[src/rtl/imem_loader_pkg.sv]
// Shared definitions for the instruction-memory loader: FSM encoding, default text base
// and the word-address helper used by the address generator.
package imem_loader_pkg;

    localparam int          IMEM_WORD_W = 32;
    localparam logic [31:0] TEXT_BASE   = 32'h0040_0020;

    typedef enum logic [1:0] {
        ST_IDLE = 2'd0,
        ST_LEN  = 2'd1,
        ST_LOAD = 2'd2,
        ST_DONE = 2'd3
    } state_t;

    // Byte address of word number 'count'; the 32-bit add wraps modulo 2^32.
    function automatic logic [31:0] word_addr(input logic [31:0] base, input logic [15:0] count);
        return base + {14'd0, count, 2'b00};
    endfunction

endpackage

[src/rtl/imem_loader_if.sv]
// Byte-stream input, instruction-memory write port and CPU hold/status signals of the loader.
interface imem_loader_if;
    import imem_loader_pkg::*;

    logic                   load_go;
    logic                   byte_valid;
    logic [7:0]             byte_data;
    logic                   byte_ready;
    logic                   mem_we;
    logic [IMEM_WORD_W-1:0] mem_addr;
    logic [IMEM_WORD_W-1:0] mem_wdata;
    logic                   cpu_hold;
    logic                   load_done;
    logic [15:0]            word_count;

    modport master (
        output load_go, byte_valid, byte_data,
        input  byte_ready, mem_we, mem_addr, mem_wdata, cpu_hold, load_done, word_count
    );

    modport slave (
        input  load_go, byte_valid, byte_data,
        output byte_ready, mem_we, mem_addr, mem_wdata, cpu_hold, load_done, word_count
    );

endinterface

[src/rtl/imem_loader_byte_packer.sv]
// Four-byte shift buffer: the first byte shifted in ends up in bits [31:24] once the
// buffer is full. A clear pulse empties it after the word has been written.
module imem_loader_byte_packer
    import imem_loader_pkg::*;
(
    input  logic                   clk,
    input  logic                   rst,
    input  logic                   i_clear,
    input  logic                   i_shift,
    input  logic [7:0]             i_byte,
    output logic                   o_full,
    output logic [IMEM_WORD_W-1:0] o_word
);

    logic [3:0][7:0] r_buf;
    logic [3:0][7:0] w_buf_next;
    logic [1:0]      r_cnt;
    logic            r_full;

    // Lane 0 takes the incoming byte, every other lane takes its lower neighbour.
    generate
        for (genvar gi = 0; gi < 4; gi++) begin : g_lane
            if (gi == 0) begin : g_in
                assign w_buf_next[gi] = i_byte;
            end else begin : g_mv
                assign w_buf_next[gi] = r_buf[gi-1];
            end
        end
    endgenerate

    always_ff @(posedge clk or posedge rst) begin
        if (rst) begin
            r_buf  <= '0;
            r_cnt  <= 2'd0;
            r_full <= 1'b0;
        end else if (i_clear) begin
            r_buf  <= '0;
            r_cnt  <= 2'd0;
            r_full <= 1'b0;
        end else if (i_shift) begin
            r_buf <= w_buf_next;
            r_cnt <= r_cnt + 2'd1;
            if (r_cnt == 2'd3) begin
                r_full <= 1'b1;
            end
        end
    end

    assign o_full = r_full;
    assign o_word = r_buf;

endmodule

[src/rtl/imem_loader.sv]
// Loads a length-prefixed byte stream into instruction memory as big-endian words starting
// at BASE_ADDR, holding the CPU until the image is complete.
module imem_loader
    import imem_loader_pkg::*;
#(
    parameter logic [31:0] BASE_ADDR = TEXT_BASE,
    parameter int          LEN_BYTES = 2
) (
    input  logic          clk,
    input  logic          start_up,
    imem_loader_if.slave  bus
);

    state_t                 r_state;
    state_t                 w_state_next;
    logic [15:0]            r_len;
    logic [15:0]            r_word_count;
    logic [1:0]             r_hdr_cnt;
    logic [IMEM_WORD_W-1:0] r_last_addr;
    logic [IMEM_WORD_W-1:0] r_last_wdata;

    logic                   w_ready;
    logic                   w_accept;
    logic                   w_full;
    logic                   w_write;
    logic                   w_hdr_last;
    logic                   w_last_word;
    logic [15:0]            w_len_next;
    logic [IMEM_WORD_W-1:0] w_word;
    logic [IMEM_WORD_W-1:0] w_addr;

    // The cycle in which the packer is full is the write cycle; no byte is taken then.
    assign w_ready     = (r_state == ST_LEN) || ((r_state == ST_LOAD) && !w_full);
    assign w_accept    = w_ready && bus.byte_valid;
    assign w_write     = (r_state == ST_LOAD) && w_full;
    assign w_hdr_last  = (r_hdr_cnt == 2'(LEN_BYTES - 1));
    assign w_len_next  = {r_len[7:0], bus.byte_data};
    assign w_last_word = ((r_word_count + 16'd1) == r_len);
    assign w_addr      = word_addr(BASE_ADDR, r_word_count);

    imem_loader_byte_packer u_packer (
        .clk     (clk),
        .rst     (start_up),
        .i_clear (w_write),
        .i_shift (w_accept && (r_state == ST_LOAD)),
        .i_byte  (bus.byte_data),
        .o_full  (w_full),
        .o_word  (w_word)
    );

    always_ff @(posedge clk or posedge start_up) begin
        if (start_up) begin
            r_state <= ST_IDLE;
        end else begin
            r_state <= w_state_next;
        end
    end

    always_comb begin
        w_state_next = r_state;
        case (r_state)
            ST_IDLE: begin
                if (bus.load_go) begin
                    w_state_next = ST_LEN;
                end
            end
            ST_LEN: begin
                if (w_accept && w_hdr_last) begin
                    w_state_next = (w_len_next == 16'd0) ? ST_DONE : ST_LOAD;
                end
            end
            ST_LOAD: begin
                if (w_write && w_last_word) begin
                    w_state_next = ST_DONE;
                end
            end
            ST_DONE: begin
                w_state_next = ST_DONE;
            end
            default: begin
                w_state_next = ST_IDLE;
            end
        endcase
    end

    always_ff @(posedge clk or posedge start_up) begin
        if (start_up) begin
            r_len        <= 16'd0;
            r_hdr_cnt    <= 2'd0;
            r_word_count <= 16'd0;
            r_last_addr  <= '0;
            r_last_wdata <= '0;
        end else begin
            if ((r_state == ST_LEN) && w_accept) begin
                r_len     <= w_len_next;
                r_hdr_cnt <= r_hdr_cnt + 2'd1;
            end
            if (w_write) begin
                r_word_count <= r_word_count + 16'd1;
                r_last_addr  <= w_addr;
                r_last_wdata <= w_word;
            end
        end
    end

    // Address and data show the live word during a write and hold the last one otherwise.
    assign bus.byte_ready = w_ready;
    assign bus.mem_we     = w_write;
    assign bus.mem_addr   = w_write ? w_addr : r_last_addr;
    assign bus.mem_wdata  = w_write ? w_word : r_last_wdata;
    assign bus.cpu_hold   = (r_state != ST_DONE);
    assign bus.load_done  = (r_state == ST_DONE);
    assign bus.word_count = r_word_count;

endmodule

[src/flat_wrapper.sv]
// flat-port wrapper written by rule: the top's interface ports become plain ports
module imem_loader_flat import imem_loader_pkg::*;
#(
    parameter logic [31:0] BASE_ADDR = TEXT_BASE,
    parameter int          LEN_BYTES = 2
)
  (clk, start_up, bus_load_go, bus_byte_valid, bus_byte_data, bus_byte_ready, bus_mem_we, bus_mem_addr, bus_mem_wdata, bus_cpu_hold, bus_load_done, bus_word_count);
  imem_loader_if bus_i ();
  input  logic clk;
  input  logic start_up;
  input wire logic [$bits(bus_i.load_go)-1:0] bus_load_go;
  input wire logic [$bits(bus_i.byte_valid)-1:0] bus_byte_valid;
  input wire logic [$bits(bus_i.byte_data)-1:0] bus_byte_data;
  output wire logic [$bits(bus_i.byte_ready)-1:0] bus_byte_ready;
  output wire logic [$bits(bus_i.mem_we)-1:0] bus_mem_we;
  output wire logic [$bits(bus_i.mem_addr)-1:0] bus_mem_addr;
  output wire logic [$bits(bus_i.mem_wdata)-1:0] bus_mem_wdata;
  output wire logic [$bits(bus_i.cpu_hold)-1:0] bus_cpu_hold;
  output wire logic [$bits(bus_i.load_done)-1:0] bus_load_done;
  output wire logic [$bits(bus_i.word_count)-1:0] bus_word_count;
  assign bus_i.load_go = bus_load_go;
  assign bus_i.byte_valid = bus_byte_valid;
  assign bus_i.byte_data = bus_byte_data;
  assign bus_byte_ready = bus_i.byte_ready;
  assign bus_mem_we = bus_i.mem_we;
  assign bus_mem_addr = bus_i.mem_addr;
  assign bus_mem_wdata = bus_i.mem_wdata;
  assign bus_cpu_hold = bus_i.cpu_hold;
  assign bus_load_done = bus_i.load_done;
  assign bus_word_count = bus_i.word_count;
  imem_loader #(.BASE_ADDR(BASE_ADDR), .LEN_BYTES(LEN_BYTES)) u_core (.clk(clk), .start_up(start_up), .bus(bus_i));
endmodule
[config.mk]
export PLATFORM = sky130hd
export DESIGN_NAME = imem_loader_flat
export DESIGN_NICKNAME = d
export VERILOG_FILES = /design/src/rtl/imem_loader_pkg.sv /design/src/rtl/imem_loader_if.sv /design/src/rtl/imem_loader_byte_packer.sv /design/src/rtl/imem_loader.sv /design/src/flat_wrapper.sv
export SDC_FILE = /design/constraint.sdc
export NUM_CORES = 1
export LEC_CHECK = 0
export BUFFER_PORTS_ARGS = -buffer_cell sky130_fd_sc_hd__buf_2
export CAP_MARGIN = 20
export CORE_ASPECT_RATIO = 0.6
export CORE_UTILIZATION = 53
export DETAILED_ROUTE_END_ITERATION = 16
export PLACE_DENSITY_LB_ADDON = 0.2
export SYNTH_ARGS = -nofsm -noshare
export SYNTH_HDL_FRONTEND = slang
export SYNTH_SLANG_ARGS = --single-unit
[constraint.sdc]
create_clock -name clk -period 8.8 [get_ports clk]
set_clock_uncertainty 0.2 [all_clocks]
set_input_delay 0 -clock clk [delete_from_list [all_inputs] [get_ports clk]]
set_output_delay 0 -clock clk [all_outputs]
set_load 0.01 [all_outputs]
==> results.md, run 1 <==
* Routed Antenna Nets at 0
* H-tree depth at 4
* CP endpoint kind: output pin
* Most common cell after layout, fill and taps aside: nand2_1
* Core ar. at 10100 µm²
* Fmax at 375 MHz
* DRC at 0
* Synth Net Count at 540
* Clk Latency, worst-skew pair at 0.41 ns
* TNS Setup at 0 ns
* # diodes at 0
* Max_cap viols at 0
* CTS Buffer Depth at 2
* Vias/cell at 5.40
* Largest net degree at the start of global routing at 91
* GRT Util Overall at 24.9%
* Clock-pin slew on the worst setup and hold paths at 0.06 ns
* Syn_area_per_cell at 10.8 µm²
* Relative slew slack at 37.6%
* Die outline height at 82.2 µm
* Core Rows at 28
* Overflow after GRT at 0
* Final setup viols at 0
* Post-CTS Hold Buffers at 11
* Root Driver: clkbuf_16
* Sequential fraction of the synthesis area at 59.5%
* Initial Util at 56.1%
* Least-Margin Pin Slew at 0.934 ns
* Detail Placement HPWL at 8.66 mm
* Post-synthesis cell type count at 45
* CTS tree: yes
* Syn Inst Count at 524
* Total of flip-flops plus latches after synthesis at 135
* Worst Hold Class: input pin to flip-flop
* Vias in the first global route at 3852
* Routability cong. at 0.828
* DRT Wirelength at 12.9 mm
* DR vias at 4141
* Final Cycle Share at 30.3%
* Initial DRC Count at 413
* Cell Area, Synth at 5680 µm²
* Fraction of registers with async set/reset at 100%
* EDFF count, synth at 0
* Fill count at 801
* Die ar. at 11100 µm²
* Critical path required time at 8.60 ns
* Die width at 136 µm
* Ys Warns at 0
* Tmin final at 2.66 ns
* Number of buffers added on ports at 95
* Outcome: finished clean
* First-pass GRT wire length at 20.5 mm
* WL/cell at 16.8 µm
* Multi-input gate area at 2120 µm²
* Resize count post-CTS at 0
* Num CTS Buffers at 17
* Post-CTS Setup Repair Bufs at 0
* Io pins at 96
* RSZ-0062 raised after global routing: false
* Top FF cell, synth: dfrtp_1
* Commonest non-fill, non-tap cells in the layout: 139 x nand2_1, 135 x dfrtp_1, 95 x buf_2
* Leak pwr at 3.57 nW
* PD cells at 312 nW/µm²
* Worst Path Max Fanout at 10
* Worst Path Arrival at 2.46 ns
* Critical path class: flip-flop to output pin
* Initial antenna violation count at 0
* Fin. max-slew vios at 0
* Register area at 3380 µm²
* Final core occ at 68.0%
* Worst vdd ir at 0.000192 V
* Final net count at 637
* Final number of hold-violating endpoints at 0
* Area Growth Syn to Fin at 21.2%
* Clk sink count at 135
* CP Launch Type: flip-flop
* Share of layout cells above drive strength 1 at 24.8%
* DR pass1 iterations at 5
final cells by class:
| type | instances | share of cell area [%] |
|---|---|---|
| clock buffers | 20 | 6.34 |
| well taps | 135 | 2.45 |
| inverters | 8 | 0.509 |
| flip-flops and latches | 135 | 49.1 |
| multi-input cells | 347 | 30.8 |
| clock inverters | 10 | 1.22 |
| repair buffers | 112 | 9.56 |
flip-flops by register name (all words and copies together) (netlist names):
name	count
u_core.r_last_addr	32
u_core.r_last_wdata	32
u_core.u_packer.o_word	32
u_core.bus.word_count	16
u_core.r_len	16
u_core.r_hdr_cnt	2
u_core.r_state	2
u_core.u_packer.r_cnt	2
u_core.u_packer.o_full	1
layer usage:
metal / up-vias / routed length, µm / GRT usage, %
li1: 1949 / - / -
met1: 2031 / 6430 / 38.5
met2: 148 / 5350 / 33.2
met3: 13 / 976 / 6.11
met4: 0 / 129 / 9.66
met5: - / 0 / 0
cell families after synthesis:
logic type | share of synthesized area [%]
xor+xnor | 7.40
mux | 3.70
fa+ha+maj | 1.06
flops | 59.5
simple gates | 16.6
buf+inv | 3.28
compound gates | 8.44
report_power, final:
group          switching, W  internal (W)
Clock              0.000252      0.000381
Combinational      0.000317      0.000259
Sequential         0.000142      0.000798
critical path, cell delays in order (launching register included):
cell	delay [ns]
dfrtp_1	0.56
ha_1	0.35
nand3_1	0.24
nor2_1	0.29
and3_1	0.21
xnor2_1	0.06
o21ai_0	0.18
buf_2	0.17
per-stage QoR:
stage	hold slack, ns	total power (W)	instances	worst slack [ns]	instance area [µm²]
2_1_floorplan	-0.0603	0.00130	524	4.99	5680
3_3_place_gp	-0.157	0.00148	724	6.26	6210
3_5_place_dp	-0.153	0.00151	724	6.22	6210
4_1_cts	0.0326	0.00215	765	6.15	6840
5_1_grt	0.0959	0.00228	767	5.95	6880
6_report	0.0405	0.00215	767	6.14	6880
path summary, 6_finish.rpt:
path                                           from                endpoint  slack (ns)  depth (start not counted)
setup / recovery           u_core.bus.word_count[3]        bus_mem_addr[17]        6.14                          7
hold / removal                          bus_load_go       u_core.r_state[0]        0.04                          6
setup reg to reg           u_core.bus.word_count[3]       u_core.r_state[0]        6.41                          7
hold reg to reg              u_core.r_last_addr[22]  u_core.r_last_addr[22]        0.25                          1
max in group asynchronous                  start_up  u_core.r_last_addr[20]        6.79                          6
min in group asynchronous                  start_up   u_core.r_last_addr[4]        0.56                          4
Yosys cell counts (2+ instances only):
| library cell | number | share of area (%) |
|---|---|---|
| a21oi_1 | 7 | 0.62 |
| a22o_1 | 32 | 4.9 |
| a31o_2 | 2 | 0.31 |
| and2_1 | 14 | 1.5 |
| and3_1 | 2 | 0.22 |
| and3_4 | 2 | 0.40 |
| buf_1 | 3 | 0.20 |
| buf_2 | 11 | 0.97 |
| clkbuf_1 | 17 | 1.1 |
| dfrtp_1 | 135 | 59 |
| ha_1 | 4 | 0.88 |
| inv_1 | 7 | 0.46 |
| mux2_2 | 16 | 3.2 |
| mux2i_1 | 3 | 0.53 |
| nand2_1 | 140 | 9.3 |
| nand2b_1 | 3 | 0.33 |
| nand3_1 | 8 | 0.71 |
| nand4_1 | 7 | 0.77 |
| nor2_1 | 19 | 1.3 |
| nor2b_1 | 3 | 0.33 |
| nor3_1 | 2 | 0.18 |
| nor4_1 | 3 | 0.33 |
| o21ai_0 | 16 | 1.4 |
| xnor2_1 | 34 | 5.2 |
| xor2_1 | 14 | 2.2 |
(Power assumes the default switching activity.)
==> run 2, diff against run 1 <==
--- a/config.mk
+++ b/config.mk
@@ -8,7 +8,7 @@
 export BUFFER_PORTS_ARGS = -buffer_cell sky130_fd_sc_hd__buf_2
 export CAP_MARGIN = 20
 export CORE_ASPECT_RATIO = 0.6
-export CORE_UTILIZATION = 53
+export CORE_UTILIZATION = 50
 export DETAILED_ROUTE_END_ITERATION = 16
 export PLACE_DENSITY_LB_ADDON = 0.2
 export SYNTH_ARGS = -nofsm -noshare
==> constraint.sdc (replaced) <==
create_clock -name clk -period 2.1 [get_ports clk]
set_clock_uncertainty 0.2 [all_clocks]
set_input_delay 0 -clock clk [delete_from_list [all_inputs] [get_ports clk]]
set_output_delay 0 -clock clk [all_outputs]
set_load 0.01 [all_outputs]
==> run 2 against run 1 <==
  * Via count grew 4.9%
  * Core utilization up 1.6 points
  * Sequential cell count unchanged
  * Critical path type unchanged
  * Design area up 9.3%
  * The run now ends with setup timing left
  * Clock power increased to 4.8 times the previous value
  * Sequential share of layout area down 4.1 points
  * Count of clock-buffer cells in the layout down 2
  * Sequential power rose to 4.2 times the previous value
  * Combinational power rose to 4.8 times the previous value
==> results.md, run 2 (synthesis gave the netlist of run 1 again) <==
* H-tree depth at 4 (unchanged)
* Core ar. at 10800 µm² (+6.8%)
* Largest net degree at the start of global routing at 77 (-15%)
* Worst Path Arrival at 1.91 ns (-0.55 ns)
* DR vias at 4342 (+4.9%)
* Final Cycle Share at 100%
* Number of buffers added on ports at 95 (unchanged)
* Die width at 140 µm (+2.9%)
* Io pins at 96 (unchanged)
* Dpl cell area at 6490 µm² (+4.5%)
* GRT Util Overall at 25.1% (+0.27 points)
* Worst Path Max Fanout at 4 (-6)
* Initial DRC Count at 289 (-30%)
* Critical path required time at 1.90 ns (-6.70 ns)
* Fmax at 475 MHz
* Fin. max-slew vios at 0 (unchanged)
* Routability cong. at 0.862 (+4.2%)
* Non-Filler Instances at 805 (+5.0%)
* Leak pwr at 3.82 nW (+7.2%)
* Vias in the first global route at 4231 (+9.8%)
* Dpl cells at 752 (+3.9%)
* Final number of hold-violating endpoints at 0 (unchanged)
* Core Rows at 29 (+3.6%)
* Detail Placement HPWL at 8.93 mm (+3.1%)
* DRC at 0 (unchanged)
* DR pass1 iterations at 5 (unchanged)
* Relative slew slack at 49.3% (+12 points)
* Worst Hold Class: input pin to async pin
* Most common cell after layout, fill and taps aside: nand2_1
* # diodes at 0 (unchanged)
* Routed Antenna Nets at 0 (unchanged)
* Root Driver: clkbuf_16
* RSZ-0062 raised after global routing: true
* Die outline height at 84.5 µm (+2.9%)
* Critical path class: flip-flop to output pin
* Initial Util at 52.5% (-3.6 points)
* Tmin final at 2.11 ns
* Clock-pin slew on the worst setup and hold paths at 0.06 ns (about the same)
* CP Launch Type: flip-flop
* CTS Buffer Depth at 2 (unchanged)
* Clk Latency, worst-skew pair at 0.42 ns (about the same)
* WL/cell at 17.0 µm (+1.5%)
* Fin area at 7520 µm² (+9.3%)
* Max_cap viols at 0 (unchanged)
* CP endpoint kind: output pin
* Commonest non-fill, non-tap cells in the layout: 135 x nand2_1, 130 x dfrtp_1, 93 x buf_2
* Worst vdd ir at 0.000744 V (+290%)
* Num CTS Buffers at 17 (unchanged)
* Vias/cell at 5.39 (about the same)
* Overflow after GRT at 0 (unchanged)
* DRT Wirelength at 13.7 mm (+6.5%)
* Hold slack at 0.0642 ns (+0.0237 ns)
* Clk sink count at 135 (unchanged)
* Share of layout cells above drive strength 1 at 33.0% (+8.2 points)
* Die ar. at 11800 µm² (+5.9%)
* Area Growth Syn to Fin at 32.5%
* First-pass GRT wire length at 22.4 mm (+9.4%)
* PD cells at 1290 nW/µm² (+310%)
* Final WS setup at -0.00541 ns (-6.14 ns)
* Final net count at 669 (+5.0%)
* Initial antenna violation count at 0 (unchanged)
* Least-Margin Pin Slew at 0.759 ns (-0.175 ns)
* Slowest-stage cell, CP: dfrtp_1
* Cell chain of the critical path: and3_4 -> nand4_1 -> nor2_2 -> and3_1 -> xnor2_1 -> o21ai_1 -> buf_2
* CP peak stage delay at 0.36 ns (-0.20 ns)
* Final setup viols at 2 (+2)
* CTS tree: yes
* Outcome: finished, violations left
* Failing checks: setup timing
-- run 2: cell count changes in the layout (fill, tap and decap cells not counted), sizes merged --
cell	previous run	this run
buf	101	132
bufinv	1	3
clkbuf	20	18
bufbuf	0	1
clkinvlp	2	3
inv	7	8
-- run 2: power breakdown --
part	total, W	leakage [nW]	switching, W	internal [W]
logic	0.00278	1.76	0.00147	0.00131
clock network	0.00303	0.291	0.00115	0.00188
registers	0.00392	1.78	0.000573	0.00334
-- run 2: worst paths after layout --
kind | from | endpoint | slack, ns | cells after the start
worst max-delay path | u_core.bus.word_count[9] | bus_mem_addr[17] | -0.005 | 7
max in group asynchronous | start_up | u_core.r_len[13] | 1.00 | 4
worst min-delay path | start_up | u_core.r_last_addr[3] | 0.06 | 3
worst max register to register | u_core.bus.word_count[0] | u_core.r_state[0] | 0 | 8
worst min register to register | u_core.r_last_wdata[24] | u_core.r_last_wdata[24] | 0.26 | 2
min in group clk | bus_byte_data[6] | u_core.u_packer.o_word[6] | 0.19 | 3
-- run 2: final cells by class --
| cell class | instances | area (µm²) |
|---|---|---|
| clock buffer | 18 | 429 |
| clock inverter | 14 | 176 |
| fill | 812 | 3290 |
| inverter | 8 | 38.8 |
| multi-input combinational | 347 | 2270 |
| sequential | 135 | 3380 |
| tap | 139 | 174 |
| timing repair buffer | 144 | 1050 |
-- run 2: timing repair --
item                                    in CTS  in global routing
pin swaps                                    2                  7
gates resized for setup                     29                 25
endpoints found under the setup margin      30                 31
hold buffers                                11                  0
cloned                                       2                  0
setup buffers                                5                  3
endpoints found under the hold margin      155                  0
-- run 2: metal layers --
| metal | vias up | GRT usage [%] | part of all wire, % |
|---|---|---|---|
| met5 | - | 0 | 0 |
| met4 | 0 | 9.19 | 1.2 |
| met2 | 152 | 34.2 | 43 |
| li1 | 2015 | - | - |
| met3 | 22 | 6.27 | 6.6 |
| met1 | 2153 | 38.6 | 50 |
-- run 2: critical path, delay by kind of cell (launching register included) --
family / cells / cell delay, ns
DFF: 1 / 0.36
AOI/OAI and AO/OA: 1 / 0.20
and+or+nand+nor: 4 / 0.70
buffers and inverters: 1 / 0.17
xor gates and xnor gates: 1 / 0.06
-- run 2: per-stage QoR --
stage / utilization (%) / total power, W / setup TNS, ns / setup WS [ns]
finish: 69.6 / 0.00973 / -0.00622 / -0.00541
global route: 69.6 / 0.0103 / -0.288 / -0.119
CTS: 68.5 / 0.00965 / 0 / 0.00237
detailed placement: 60.0 / 0.00641 / -0.108 / -0.108
global placement: 59.9 / 0.00629 / -0.413 / -0.0765
floorplan: - / 0.00544 / 0 / 0.0609
